### config.mk
export PLATFORM = sky130hd
export DESIGN_NAME = pipeline_controller_flat
export DESIGN_NICKNAME = d
export VERILOG_FILES = /design/src/rtl/pipeline_controller_if.sv /design/src/rtl/pipeline_controller.sv /design/src/flat_wrapper.sv
export SDC_FILE = /design/constraint.sdc
export NUM_CORES = 1
export LEC_CHECK = 0
export CORE_UTILIZATION = 45
export CTS_CLUSTER_SIZE = 28
export DETAILED_ROUTE_END_ITERATION = 7
export HOLD_SLACK_MARGIN = 0.05
export PLACE_DENSITY = 0.85
export RECOVER_POWER = 50
export SLEW_MARGIN = 20
export SYNTH_ARGS = -nofsm -noshare
export SYNTH_HDL_FRONTEND = slang
export SYNTH_SLANG_ARGS = --single-unit
### constraint.sdc
create_clock -name Clk -period 3.3 [get_ports Clk]
set_input_delay 0.495 -clock Clk [delete_from_list [all_inputs] [get_ports Clk]]
set_output_delay 0.495 -clock Clk [all_outputs]
set_load 0.005 [all_outputs]
### src/rtl/pipeline_controller_if.sv
// Bundle between the IF/ID-EX pipeline glue and the main decoder: ID-stage
// inputs, hazard/branch inputs and the registered ID/EX control outputs.
interface pipeline_controller_if #(
    parameter int REG_W = 5
);
    logic [31:0]      Instruction;
    logic             IdValid;
    logic             ExMemRead;
    logic [REG_W-1:0] ExRt;
    logic             BranchTaken;

    logic [1:0]       RegDst;
    logic [3:0]       ALUOp;
    logic [1:0]       ALUSrc;
    logic             Branch;
    logic [2:0]       BranchCond;
    logic             MemRead;
    logic             MemWrite;
    logic [1:0]       MemSize;
    logic             MemtoReg;
    logic             RegWrite;
    logic             Jump;
    logic             JumpReg;
    logic             Link;
    logic             ExValid;
    logic             Stall;
    logic             FlushIF;
    logic             Debug;
    logic [5:0]       DebugOpcode;

    // No handshake: the decoder samples its inputs on every rising edge, and
    // Stall/FlushIF tell the pipeline glue what to do with PC and IF/ID.
    modport master (
        output Instruction, IdValid, ExMemRead, ExRt, BranchTaken,
        input  RegDst, ALUOp, ALUSrc, Branch, BranchCond, MemRead, MemWrite,
               MemSize, MemtoReg, RegWrite, Jump, JumpReg, Link, ExValid,
               Stall, FlushIF, Debug, DebugOpcode
    );

    modport slave (
        input  Instruction, IdValid, ExMemRead, ExRt, BranchTaken,
        output RegDst, ALUOp, ALUSrc, Branch, BranchCond, MemRead, MemWrite,
               MemSize, MemtoReg, RegWrite, Jump, JumpReg, Link, ExValid,
               Stall, FlushIF, Debug, DebugOpcode
    );
endinterface

### src/rtl/pipeline_controller.sv
// Registered MIPS main decoder: ID -> ID/EX control bundle, load-use stall,
// taken-branch squash counter and a sticky illegal-opcode debug capture.
module pipeline_controller #(
    parameter int FLUSH_CYCLES = 2,
    parameter int REG_W        = 5
) (
    input logic                  Clk,
    input logic                  Rst_n,
    pipeline_controller_if.slave bus
);
    typedef struct packed {
        logic [1:0] reg_dst;
        logic [3:0] alu_op;
        logic [1:0] alu_src;
        logic       branch;
        logic [2:0] branch_cond;
        logic       mem_read;
        logic       mem_write;
        logic [1:0] mem_size;
        logic       mem_to_reg;
        logic       reg_write;
        logic       jump;
        logic       jump_reg;
        logic       link;
        logic       ex_valid;
    } ctrl_t;

    localparam logic [1:0] FLUSH_RELOAD = 2'(FLUSH_CYCLES - 1);

    logic [5:0]       opcode;
    logic [5:0]       funct;
    logic [REG_W-1:0] rs;
    logic [REG_W-1:0] rt;
    logic             unused_ok;

    assign opcode    = bus.Instruction[31:26];
    assign funct     = bus.Instruction[5:0];
    assign rs        = REG_W'(bus.Instruction[25:21]);
    assign rt        = REG_W'(bus.Instruction[20:16]);
    assign unused_ok = ^bus.Instruction[15:6];

    ctrl_t dec;
    logic  legal;
    logic  reads_rs;
    logic  reads_rt;

    always_comb begin
        dec      = '0;
        legal    = 1'b1;
        reads_rs = 1'b1;
        reads_rt = 1'b0;
        case (opcode)
            6'b000000: begin
                dec.reg_dst   = 2'd1;
                dec.reg_write = 1'b1;
                reads_rt      = 1'b1;
                if (funct == 6'b001000) begin
                    dec.jump_reg  = 1'b1;
                    dec.reg_write = 1'b0;
                end
            end
            6'b001000, 6'b001100, 6'b001101, 6'b001110, 6'b001010: begin
                dec.alu_src   = 2'd1;
                dec.reg_write = 1'b1;
                case (opcode)
                    6'b001000: dec.alu_op = 4'b0001;
                    6'b001100: dec.alu_op = 4'b0010;
                    6'b001101: dec.alu_op = 4'b0011;
                    6'b001110: dec.alu_op = 4'b0100;
                    default:   dec.alu_op = 4'b0101;
                endcase
            end
            6'b100011, 6'b100001, 6'b100000: begin
                dec.alu_op     = 4'b0001;
                dec.alu_src    = 2'd1;
                dec.mem_read   = 1'b1;
                dec.mem_to_reg = 1'b1;
                dec.reg_write  = 1'b1;
                dec.mem_size   = (opcode == 6'b100011) ? 2'b10 :
                                 (opcode == 6'b100001) ? 2'b01 : 2'b00;
            end
            6'b101011, 6'b101001, 6'b101000: begin
                dec.alu_op    = 4'b0001;
                dec.alu_src   = 2'd1;
                dec.mem_write = 1'b1;
                reads_rt      = 1'b1;
                dec.mem_size  = (opcode == 6'b101011) ? 2'b10 :
                                (opcode == 6'b101001) ? 2'b01 : 2'b00;
            end
            6'b000100, 6'b000101: begin
                dec.alu_op      = 4'b0110;
                dec.branch      = 1'b1;
                dec.branch_cond = (opcode == 6'b000100) ? 3'b000 : 3'b001;
                reads_rt        = 1'b1;
            end
            6'b000110, 6'b000111, 6'b000001: begin
                // Compare-against-zero branches take the zero operand on ALU B
                dec.alu_op  = 4'b0110;
                dec.branch  = 1'b1;
                dec.alu_src = 2'd2;
                case (opcode)
                    6'b000110: dec.branch_cond = 3'b010;
                    6'b000111: dec.branch_cond = 3'b011;
                    default:   dec.branch_cond = bus.Instruction[16] ? 3'b100 : 3'b101;
                endcase
            end
            6'b000010: begin
                dec.jump = 1'b1;
                reads_rs = 1'b0;
            end
            6'b000011: begin
                dec.jump      = 1'b1;
                dec.link      = 1'b1;
                dec.reg_dst   = 2'd2;
                dec.reg_write = 1'b1;
                reads_rs      = 1'b0;
            end
            default: legal = 1'b0;
        endcase
        dec.ex_valid = legal;
    end

    ctrl_t      ctrl_q, ctrl_d;
    logic [1:0] flush_cnt_q, flush_cnt_d;
    logic       debug_q, debug_d;
    logic [5:0] debug_op_q, debug_op_d;
    logic       squash;
    logic       hazard;
    logic       stall;
    logic       debug_hit;

    assign squash = bus.BranchTaken | (flush_cnt_q != 2'd0);
    assign hazard = bus.IdValid & bus.ExMemRead & (bus.ExRt != '0) &
                    ((reads_rs & (bus.ExRt == rs)) | (reads_rt & (bus.ExRt == rt)));
    assign stall  = hazard & ~squash;

    assign debug_hit = bus.IdValid & ~legal & ~squash & ~stall;

    always_comb begin
        if (squash || stall || !bus.IdValid || !legal) ctrl_d = '0;
        else                                           ctrl_d = dec;

        if (bus.BranchTaken)           flush_cnt_d = FLUSH_RELOAD;
        else if (flush_cnt_q != 2'd0)  flush_cnt_d = flush_cnt_q - 2'd1;
        else                           flush_cnt_d = flush_cnt_q;

        // Only the first qualifying illegal opcode is kept until reset
        debug_d    = debug_q | debug_hit;
        debug_op_d = (debug_hit && !debug_q) ? opcode : debug_op_q;
    end

    always_ff @(posedge Clk or negedge Rst_n) begin
        if (!Rst_n) begin
            ctrl_q      <= '0;
            flush_cnt_q <= 2'd0;
            debug_q     <= 1'b0;
            debug_op_q  <= 6'd0;
        end else begin
            ctrl_q      <= ctrl_d;
            flush_cnt_q <= flush_cnt_d;
            debug_q     <= debug_d;
            debug_op_q  <= debug_op_d;
        end
    end

    assign bus.Stall   = stall;
    assign bus.FlushIF = bus.BranchTaken |
                         (bus.IdValid & legal & (dec.jump | dec.jump_reg) & ~stall &
                          (flush_cnt_q == 2'd0));

    assign bus.RegDst      = ctrl_q.reg_dst;
    assign bus.ALUOp       = ctrl_q.alu_op;
    assign bus.ALUSrc      = ctrl_q.alu_src;
    assign bus.Branch      = ctrl_q.branch;
    assign bus.BranchCond  = ctrl_q.branch_cond;
    assign bus.MemRead     = ctrl_q.mem_read;
    assign bus.MemWrite    = ctrl_q.mem_write;
    assign bus.MemSize     = ctrl_q.mem_size;
    assign bus.MemtoReg    = ctrl_q.mem_to_reg;
    assign bus.RegWrite    = ctrl_q.reg_write;
    assign bus.Jump        = ctrl_q.jump;
    assign bus.JumpReg     = ctrl_q.jump_reg;
    assign bus.Link        = ctrl_q.link;
    assign bus.ExValid     = ctrl_q.ex_valid;
    assign bus.Debug       = debug_q;
    assign bus.DebugOpcode = debug_op_q;
endmodule

### src/flat_wrapper.sv
// flat-port wrapper written by rule: the top's interface ports become plain ports
module pipeline_controller_flat 
#(
    parameter int FLUSH_CYCLES = 2,
    parameter int REG_W        = 5
)
  (Clk, Rst_n, bus_Instruction, bus_IdValid, bus_ExMemRead, bus_ExRt, bus_BranchTaken, bus_RegDst, bus_ALUOp, bus_ALUSrc, bus_Branch, bus_BranchCond, bus_MemRead, bus_MemWrite, bus_MemSize, bus_MemtoReg, bus_RegWrite, bus_Jump, bus_JumpReg, bus_Link, bus_ExValid, bus_Stall, bus_FlushIF, bus_Debug, bus_DebugOpcode);
  pipeline_controller_if #(.REG_W(REG_W)) bus_i ();
  input logic Clk;
  input logic Rst_n;
  input wire logic [$bits(bus_i.Instruction)-1:0] bus_Instruction;
  input wire logic [$bits(bus_i.IdValid)-1:0] bus_IdValid;
  input wire logic [$bits(bus_i.ExMemRead)-1:0] bus_ExMemRead;
  input wire logic [$bits(bus_i.ExRt)-1:0] bus_ExRt;
  input wire logic [$bits(bus_i.BranchTaken)-1:0] bus_BranchTaken;
  output wire logic [$bits(bus_i.RegDst)-1:0] bus_RegDst;
  output wire logic [$bits(bus_i.ALUOp)-1:0] bus_ALUOp;
  output wire logic [$bits(bus_i.ALUSrc)-1:0] bus_ALUSrc;
  output wire logic [$bits(bus_i.Branch)-1:0] bus_Branch;
  output wire logic [$bits(bus_i.BranchCond)-1:0] bus_BranchCond;
  output wire logic [$bits(bus_i.MemRead)-1:0] bus_MemRead;
  output wire logic [$bits(bus_i.MemWrite)-1:0] bus_MemWrite;
  output wire logic [$bits(bus_i.MemSize)-1:0] bus_MemSize;
  output wire logic [$bits(bus_i.MemtoReg)-1:0] bus_MemtoReg;
  output wire logic [$bits(bus_i.RegWrite)-1:0] bus_RegWrite;
  output wire logic [$bits(bus_i.Jump)-1:0] bus_Jump;
  output wire logic [$bits(bus_i.JumpReg)-1:0] bus_JumpReg;
  output wire logic [$bits(bus_i.Link)-1:0] bus_Link;
  output wire logic [$bits(bus_i.ExValid)-1:0] bus_ExValid;
  output wire logic [$bits(bus_i.Stall)-1:0] bus_Stall;
  output wire logic [$bits(bus_i.FlushIF)-1:0] bus_FlushIF;
  output wire logic [$bits(bus_i.Debug)-1:0] bus_Debug;
  output wire logic [$bits(bus_i.DebugOpcode)-1:0] bus_DebugOpcode;
  assign bus_i.Instruction = bus_Instruction;
  assign bus_i.IdValid = bus_IdValid;
  assign bus_i.ExMemRead = bus_ExMemRead;
  assign bus_i.ExRt = bus_ExRt;
  assign bus_i.BranchTaken = bus_BranchTaken;
  assign bus_RegDst = bus_i.RegDst;
  assign bus_ALUOp = bus_i.ALUOp;
  assign bus_ALUSrc = bus_i.ALUSrc;
  assign bus_Branch = bus_i.Branch;
  assign bus_BranchCond = bus_i.BranchCond;
  assign bus_MemRead = bus_i.MemRead;
  assign bus_MemWrite = bus_i.MemWrite;
  assign bus_MemSize = bus_i.MemSize;
  assign bus_MemtoReg = bus_i.MemtoReg;
  assign bus_RegWrite = bus_i.RegWrite;
  assign bus_Jump = bus_i.Jump;
  assign bus_JumpReg = bus_i.JumpReg;
  assign bus_Link = bus_i.Link;
  assign bus_ExValid = bus_i.ExValid;
  assign bus_Stall = bus_i.Stall;
  assign bus_FlushIF = bus_i.FlushIF;
  assign bus_Debug = bus_i.Debug;
  assign bus_DebugOpcode = bus_i.DebugOpcode;
  pipeline_controller #(.FLUSH_CYCLES(FLUSH_CYCLES), .REG_W(REG_W)) u_core (.Clk(Clk), .Rst_n(Rst_n), .bus(bus_i));
endmodule
---- Yosys cells after proc, flatten, opt, wreduce, memory -nomap -nowiden ----
Index checks and enable logic that the tools add are counted.
word-level totals
  word-level logic and storage cells ...... 111
  input bits .............................. 42
  bits in registers ....................... 31
operators by class
  add/subtract/negate cells ............... 1
  eq/ne operators ......................... 21
  bitwise logic cells ..................... 21
  multiplexer cells ....................... 27
  reduce and logical (&&, ||, !) cells .... 24
operator list
  kind                                                              count
  6-bit by 4-bit == test with 1-bit output (second input constant)  6
  6-bit == test (second input constant)                             6
  6-bit by 3-bit == test with 1-bit output (second input constant)  4
  22-bit 2-to-1 mux                                                 1
  19-bit OR reduction                                               1
  1-bit 2-to-1 mux                                                  14
  1-bit bitwise AND                                                 13
  6-bit by 2-bit == test with 1-bit output (second input constant)  2
  2-bit one-hot mux with 2 select lines                             3
  3-bit one-hot mux with 4 select lines                             1
  4-bit one-hot mux with 3 select lines                             1
  6-bit OR reduction                                                2
  11-bit OR reduction                                               1
  5-bit == test                                                     2
  5-bit OR reduction                                                2
  3-bit OR reduction                                                3
  9-bit OR reduction                                                1
  2-bit 2-to-1 mux                                                  4
  4-bit one-hot mux with 2 select lines                             1
  6-bit by 1-bit == test with 1-bit output (second input constant)  1
  6-bit logical NOT                                                 1
  3-bit one-hot mux with 2 select lines                             1
  1-bit OR                                                          5
  5-bit nonzero test                                                1
  9 further kinds                                                   17

---- Logic depth before layout (Yosys ltp) ----
Gate-level depths: netlist (run 1).
  word-level depth ........................ 11
  gate-level depth with buffers ........... 7
  mapped depth without buffers ............ 6

---- Least setup slack after synthesis (run 1) ----
Ideal clock, no wire load.
  path kind ............................... input port to output port
  from .................................... input port bus_Instruction[1]
  to ...................................... output port bus_FlushIF
  data arrival time ....................... 1.922 ns
  stages on the path ...................... 4
  slack ................................... 0.883 ns
  data required time ...................... 2.805 ns
  path through ............................ or4b_2 > or4b_1 > nand2_1 > a31o_2
between the ends
  longest elaborated chain between the ends .. 8
RTL lines
  item                                      RTL line                    text
  start, declared                           flat_wrapper.sv:11          input wire logic [$bits(bus_i.Instruction)-1:0] bus_Instruction;
  6-bit by 4-bit == test with 1-bit output  pipeline_controller.sv:57   if (funct == 6'b001000) begin
  1-bit 2-to-1 mux                          pipeline_controller.sv:57
  1-bit 2-to-1 mux                          pipeline_controller.sv:52   case (opcode)
  1-bit OR                                  pipeline_controller.sv:168  (bus.IdValid & legal & (dec.jump | dec.jump_reg) & ~stall &
  1-bit bitwise AND (3 in series)           pipeline_controller.sv:168
  1-bit OR                                  pipeline_controller.sv:167  assign bus.FlushIF = bus.BranchTaken |
  end, declared                             flat_wrapper.sv:31          output wire logic [$bits(bus_i.FlushIF)-1:0] bus_FlushIF;
Every way passes these cells.

---- Worst setup path in the final report (run 1) ----
  from .................................... input port bus_Instruction[29]
  to ...................................... output port bus_FlushIF
between the ends
  longest elaborated chain between the ends .. 11
RTL lines
  item                                                                RTL line                    text
  6-bit by 3-bit == test with 1-bit output (tied with other cells)    pipeline_controller.sv:52
  6-bit OR reduction (no line) or 2-bit OR reduction (tied branches)  -
  1-bit 2-to-1 mux                                                    pipeline_controller.sv:52
  1-bit bitwise AND                                                   pipeline_controller.sv:134  ((reads_rs & (bus.ExRt == rs)) | (reads_rt & (bus.ExRt == rt)));
  1-bit OR                                                            pipeline_controller.sv:134
  1-bit bitwise AND                                                   pipeline_controller.sv:133  assign hazard = bus.IdValid & bus.ExMemRead & (bus.ExRt != '0) &
  1-bit bitwise AND                                                   pipeline_controller.sv:135  assign stall = hazard & ~squash;
  1-bit inverter                                                      pipeline_controller.sv:168
  1-bit bitwise AND (*) (2 in series)                                 pipeline_controller.sv:168
  1-bit OR (*)                                                        pipeline_controller.sv:167
Every way passes the cells marked *; elsewhere a longest branch is shown, timed or not.

==> impl_metrics.tcl, run 1 <==
set metrics [dict create \
    flow.area_growth_from_synthesis_pct 45.7 \
    postLayoutCoreUtil_pct 70.2 \
    top_cell_type_s_share_of_synthesized_area_pct 44.1 \
    via_count_of_the_first_global_routing_pass 1346 \
    type_of_destination_of_the_critical_path "output port" \
    seqPwrFrac_pct 47.4 \
    dp_slack_ps -90.1 \
    syn_nets 199 \
    timing.critical_path.required_ps 2800 \
    globalRouteOverflowTotal 0 \
    finalSetupViolations 0 \
    relSlewSlack_pct 5.43 \
    clock_insertion_delay_worst_skew_ps 330 \
    synth_enable_flop_cells 0 \
    final_layout_size_suffix_gt1_share_pct 21.0 \
    layout.filler_cells 269 \
    seq_area_frac_synth_pct 44.1 \
    coreArea_sq_um 3420 \
    cts_htree_levels 2 \
    drv.max_cap_violation_count 0 \
    final.period_utilization_pct 98.9 \
    reg2regPathDepth 5 \
    setup_tns_final_ps 0 \
    finalCriticalPeriod_ps 3260 \
    route.vias.total 1433 \
    worst_slack_ps 35.7 \
    totalPowerFinal_mw 0.787 \
    synth_top_cell_by_area "dfrtp_1" \
    die_area_sq_um 3900 \
    timing.critical_path.from_type "input pin" \
    rsz0062_at_grt "yes" \
    whs_path_depth 1 \
    final-instance-count-excl-fill 275 \
    post_synth_inst_count 156 \
    drt_first_pass_iters 4 \
    ioPinCount 73 \
    routed_wirelength_microns 3700 \
    route.detailed.vias_per_inst 5.21 \
    switchingPower_mw 0.239 \
    arrival_ps 2770 \
    crit_path_max_fanout 11 \
    hold_path.startpoint "u_core.bus.DebugOpcode[5]$_DFFE_PN0P_" \
    ys_async_sr_fraction_pct 100 \
    timing.hold.worst.class "register to register" \
    final-max-slew-violation-count 0 \
    placed_cell_area_sq_um 2310 \
    cts.clk_slew.worst_paths_ps 100 \
    power_density_nw_per_um2 328 \
    cts-hold-fix-buffers 0 \
    n_antenna_cell 0 \
    finalHoldWorstSlack_ps 518 \
    gpl.final_weighted_congestion 0.867 \
    combPwrFrac_pct 26.5 \
    run_status "completed" \
    drt-wirelength-per-cell_microns 13.5 \
    floorplan.die.height_microns 62.5 \
    nets_finish 271 \
    final_hold_viol_count 0 \
    first_pass_grt_wire_length_microns 6380 \
    achievable-frequency_ghz 0.306 \
    total_number_of_placement_rows 21 \
    fin_area_sq_um 2400 \
    synth.top_cells.by_area "dfrtp_1, xnor2_1, mux2_2, a21oi_1, clkbuf_8" \
    cts_post_setup_buffers_inserted 0 \
    yosys_most_used_dff "dfrtp_1" \
    clock_power_share_pct 26.1 \
    netlist-cell-type-count 47 \
    cts-root-to-sink-buffers 2 \
    yosys_register_bits 29 \
    pin_count_of_the_biggest_net_entering_global_routing 30 \
    tritoncts.num_buffers 5 \
    placed_cells 267 \
    cts.sinks 29 \
    port_buffer_cells 61 \
    initial_core_util_pct 48.2 \
    tightest_slew_ps 1420 \
    worstHoldEndpoint "u_core.bus.DebugOpcode[5]$_DFFE_PN0P_" \
    root_buffer "clkbuf_4" \
    vdd.ir_drop.worst_mv 0.194 \
    yosysWarnings 0 \
    synth_area_sq_um 1650 \
    initialDrtViolationCount 39 \
    grt_usage_pct 21.1 \
    timing_worst_setup_path_type "input pin to output port" \
    grt_antenna_before_repair 0 \
    worst-r2r-setup-slack_ps 1430 \
    die_x_microns 62.5 \
    pint_mw 0.549 \
    critical_path.reg2reg.endpoint "u_core.bus.Link$_DFF_PN0_" \
    switching_share_pct 30.3 \
    clock_tree_from_tritoncts "yes" \
    hpwl_microns 2860 \
    power.leakage_nw 1.01 \
    clock_skew_ps 16.8 \
    worst_r2r_startpoint "u_core.flush_cnt_q[0]$_DFFE_PN0P_" \
    drtAntennaViolNets 0 \
    drt_drc_violations_left 0 \
    synth.avg_cell_area_sq_um 10.5 \
]
cells by family after synthesis:
logic type	share of synthesized area [%]
AND/OR/NAND/NOR	23.0
AO/OA/AOI/OAI	14.3
flip-flops	44.1
buffers and inverters	7.68
XOR/XNOR	5.86
multiplexers	4.11
adder cells (fa/ha/maj)	0.760
other	0.228
worst max-delay path, cell delays in order:
cell and delay (ps):
clkdlybuf4s50_1 460, buf_4 200, or3_1 440, o2111ai_4 280
o311a_2 240, a31o_2 150, clkdlybuf4s50_1 500
power by group through the flow:
| stage | clock network (mW) | logic (mW) | registers (mW) |
|---|---|---|---|
| after floorplan | 0 | 0.125 | 0.380 |
| after global placement | 0 | 0.199 | 0.380 |
| after detailed placement | 0 | 0.205 | 0.381 |
| after CTS | 0.211 | 0.208 | 0.374 |
| after global routing | 0.234 | 0.234 | 0.374 |
| final | 0.205 | 0.208 | 0.373 |
cell usage in the layout (no fill, tap or decap), drive strengths merged, types with 2 or more instances in the layout:
cell / Yosys / final
inv: 6 / 6
nor2b: 3 / 3
nor3: 11 / 11
a21oi: 11 / 11
o21ai: 4 / 4
clkinv: 0 / 2
dfrtp: 29 / 29
and2: 2 / 2
a211oi: 3 / 3
nor3b: 2 / 2
nand3: 2 / 2
xnor2: 10 / 10
mux2: 6 / 6
nand2b: 6 / 6
nor4: 6 / 6
or4b: 2 / 2
or4: 2 / 2
dlygate4sd3: 0 / 13
buf: 5 / 13
clkdlybuf4s50: 0 / 48
or2: 4 / 4
o31ai: 2 / 2
nor2: 12 / 12
nand2: 8 / 8
clkbuf: 5 / 6
what timing repair did:
item / CTS / global route
resized for setup: 3 / 3
hold endpoints to repair: 0 / 0
pin swaps: 0 / 1
setup endpoints to repair: 1 / 2
layout make-up:
cell class	instances	area [sq um]	share of cell area, %
clock inverter	3	17.5	0.731
timing repair buffer	75	712	29.7
sequential	29	726	30.3
inverter	6	22.5	0.939
multi-input combinational	111	825	34.4
tap	46	57.6	2.40
clock buffer	5	37.5	1.57
worst max-delay path by stage:
| stage | startpoint | endpoint | slack [ps] | cells past startpoint |
|---|---|---|---|---|
| 3_5_place_dp | bus_Instruction[1] | bus_FlushIF | -90 | 6 |
| 5_1_grt | bus_Instruction[29] | bus_FlushIF | -4 | 7 |
| 4_1_cts | bus_Instruction[30] | bus_FlushIF | 8 | 7 |
| 2_1_floorplan | bus_Instruction[1] | bus_FlushIF | 880 | 4 |
| 3_3_place_gp | bus_Instruction[1] | bus_FlushIF | -80 | 6 |
| 6_report | bus_Instruction[29] | bus_FlushIF | 40 | 7 |
synthesized netlist by cell type (2+ instances only):
library cell  instances
buf_4                 3
a211oi_1              3
inv_1                 6
buf_6                 2
nor3_2                2
nand2_1               8
or2_2                 3
nand2b_1              6
dfrtp_1              29
nor2b_1               3
clkbuf_8              4
nor2_1               12
xnor2_1              10
nor3_1                9
nor3b_1               2
o21ai_0               3
mux2_2                6
o31ai_1               2
a21oi_1              11
nor4_1                5
metal layers:
metal | GRT usage [%] | wire length [microns] | up-vias
li1 | - | - | 702
met1 | 28.1 | 1620 | 667
met2 | 33.4 | 1790 | 57
met3 | 5.47 | 231 | 7
met4 | 7.27 | 61 | 0
met5 | 0 | 0 | -
registers in the layout, summed over array words and instances (netlist names), 2 cells and up:
| signal | count |
|---|---|
| u_core.bus.BranchCond | 3 |
| u_core.bus.DebugOpcode | 6 |
| u_core.bus.MemSize | 2 |
| u_core.flush_cnt_q | 2 |
| u_core.bus.RegDst | 2 |
| u_core.bus.ALUSrc | 2 |
| u_core.bus.ALUOp | 3 |
No activity file was read; power rests on OpenSTA's default activity.
==> run 2: changes to the inputs <==
- SKIP_LAST_GASP: default -> 1
- SLEW_MARGIN: 20 -> 5
==> run 2 against run 1 <==
  * Combinational power about the same
  * Core utilization fell by 0.073 points
  * Clock-buffer cell count unchanged
  * Clock skew fell by 5.3 ps
  * Register-to-register slack barely moved
  * Largest cell class unchanged
  * Highest routed layer unchanged
==> impl_metrics.tcl, run 2 (synthesis results as in run 1) <==
set metrics [dict create \
    run_status "completed" \
    hold_path.startpoint "u_core.bus.DebugOpcode[0]$_DFFE_PN0P_" \
    grt.busiest_layer "met2" \
    power_density_nw_per_um2 329 \
    initial_core_util_pct 48.2 \
    nets_finish 271 \
    root_buffer "clkbuf_4" \
    gpl.final_weighted_congestion 0.867 \
    total_number_of_placement_rows 21 \
    largest_reg_flops 6 \
    pin_count_of_the_biggest_net_entering_global_routing 30 \
    drt-wirelength-per-cell_microns 13.7 \
    timing.critical_path.required_ps 2800 \
    n_antenna_cell 0 \
    die_x_microns 62.5 \
    cts_post_setup_buffers_inserted 0 \
    type_of_destination_of_the_critical_path "output port" \
    drv.max_cap_violation_count 0 \
    flow.area_growth_from_synthesis_pct 45.6 \
    placed_cells 267 \
    ioPinCount 73 \
    grt.met2_usage_pct 33.4 \
    reg2regPathDepth 5 \
    layout.filler_cells 271 \
    floorplan.die.height_microns 62.5 \
    timing.hold.worst.class "register to register" \
    cts.sinks 29 \
    cts.clk_slew.worst_paths_ps 100 \
    drt_first_pass_iters 4 \
    first_pass_grt_wire_length_microns 6380 \
    tritoncts.num_buffers 5 \
    global_route.usage.met3_pct 5.47 \
    port_buffer_cells 61 \
    arrival_ps 2760 \
    relSlewSlack_pct 5.21 \
    finalHoldWorstSlack_ps 518 \
    clock_insertion_delay_worst_skew_ps 330 \
    drt_drc_violations_left 0 \
    route.vias.total 1434 \
    coreArea_sq_um 3420 \
    cts_htree_levels 2 \
    cts-root-to-sink-buffers 2 \
    final.period_utilization_pct 98.6 \
    whs_path_depth 1 \
    die_area_sq_um 3900 \
    timing.critical_path.from_type "input pin" \
    tightest_slew_ps 1420 \
    via_count_of_the_first_global_routing_pass 1346 \
    initialDrtViolationCount 49 \
    timing_worst_setup_path_type "input pin to output port" \
    layout_commonest_cell "clkdlybuf4s50_1" \
    mostFrequentLayoutCells "clkdlybuf4s50_1, dfrtp_1, dlygate4sd3_1, buf_4, nor2_1" \
    route.detailed.vias_per_inst 5.21 \
    globalRouteOverflowTotal 0 \
    clock_skew_ps 11.6 \
    final_hold_viol_count 0 \
    final-max-slew-violation-count 0 \
    worstHoldEndpoint "u_core.bus.DebugOpcode[0]$_DFFE_PN0P_" \
    vdd.ir_drop.worst_mv 0.254 \
    power.leakage_nw 1.01 \
    hpwl_microns 2860 \
    finalCriticalPeriod_ps 3250 \
    clock_tree_from_tritoncts "yes" \
    rsz0062_at_grt "yes" \
    final-instance-count-excl-fill 275 \
    drtAntennaViolNets 0 \
    worst_slack_ps 46.9 \
    crit_path_max_fanout 11 \
    grt.met1_usage_pct 28.1 \
    dp_slack_ps -90.1 \
    routed_wirelength_microns 3780 \
    achievable-frequency_ghz 0.307 \
    finalSetupViolations 0 \
    worst_r2r_startpoint "u_core.flush_cnt_q[0]$_DFFE_PN0P_" \
    final_layout_size_suffix_gt1_share_pct 20.5 \
    worst-r2r-setup-slack_ps 1430 \
    grt_usage_pct 21.1 \
    grt_antenna_before_repair 0 \
    cts-hold-fix-buffers 0 \
    critical_path.reg2reg.endpoint "u_core.bus.Link$_DFF_PN0_" \
]
## run 2: cell count changes in the layout (fill, tap and decap cells not counted)
cell and change:
or2_4 -1, or2_1 +1
## run 2: how the worst max path moves through the flow
stage	from	to	slack, ps	depth (start not counted)
6_report	bus_Instruction[29]	bus_FlushIF	50	7
4_1_cts	bus_Instruction[30]	bus_FlushIF	8	7
2_1_floorplan	bus_Instruction[1]	bus_FlushIF	880	4
3_3_place_gp	bus_Instruction[1]	bus_FlushIF	-80	6
3_5_place_dp	bus_Instruction[1]	bus_FlushIF	-90	6
5_1_grt	bus_Instruction[29]	bus_FlushIF	-20	7
## run 2: power by group
part / switching (mW) / internal [mW]
sequential: 0.00649 / 0.367
combinational: 0.107 / 0.101
clock: 0.126 / 0.0801
total: 0.239 / 0.548
## run 2: worst max-delay path, cell delays in order
cell,delay [ps]
clkdlybuf4s50_1,450
buf_4,200
or3_1,440
o2111ai_4,280
o311a_2,240
a31o_2,150
clkdlybuf4s50_1,500
## run 2: metrics by stage
| step | area [sq um] | TNS [ps] | total power, mW | util [%] |
|---|---|---|---|---|
| 2_1_floorplan | 1650 | 0 | 0.505 | - |
| 3_3_place_gp | 2310 | -79.2 | 0.579 | 67.8 |
| 3_5_place_dp | 2310 | -90.1 | 0.586 | 67.8 |
| 4_1_cts | 2380 | 0 | 0.793 | 69.8 |
| 5_1_grt | 2390 | -23.9 | 0.840 | 70.1 |
| 6_report | 2390 | 0 | 0.788 | 70.1 |
## run 2: cell type report
| type | instances | area (sq um) | share of cell area [%] |
|---|---|---|---|
| Multi-Input combinational cell | 111 | 822 | 34.3 |
| Sequential cell | 29 | 726 | 30.3 |
| Timing Repair Buffer | 75 | 712 | 29.7 |
| Tap cell | 46 | 57.6 | 2.40 |
| Clock buffer | 5 | 37.5 | 1.57 |
| Inverter | 6 | 22.5 | 0.940 |
| Clock inverter | 3 | 17.5 | 0.731 |
## run 2: routing by layer
| metal | share of wire (%) | routed length, microns |
|---|---|---|
| met2 | 49 | 1840 |
| met3 | 5.9 | 224 |
| met1 | 44 | 1670 |
| met4 | 1.2 | 44 |
| met5 | 0 | 0 |
## run 2: what timing repair did
action                     CTS  global route
cloned                       0             0
pin swaps                    0             1
hold endpoints to repair     0             0
setup endpoints to repair    1             2
gates resized for setup      3             2
==> run 3: changes to the inputs <==
- ABC_CLOCK_PERIOD_IN_PS: default -> 3300
==> results of run 3 <==
Same layout as run 2: the final DEF is identical, and so are final timing and power.
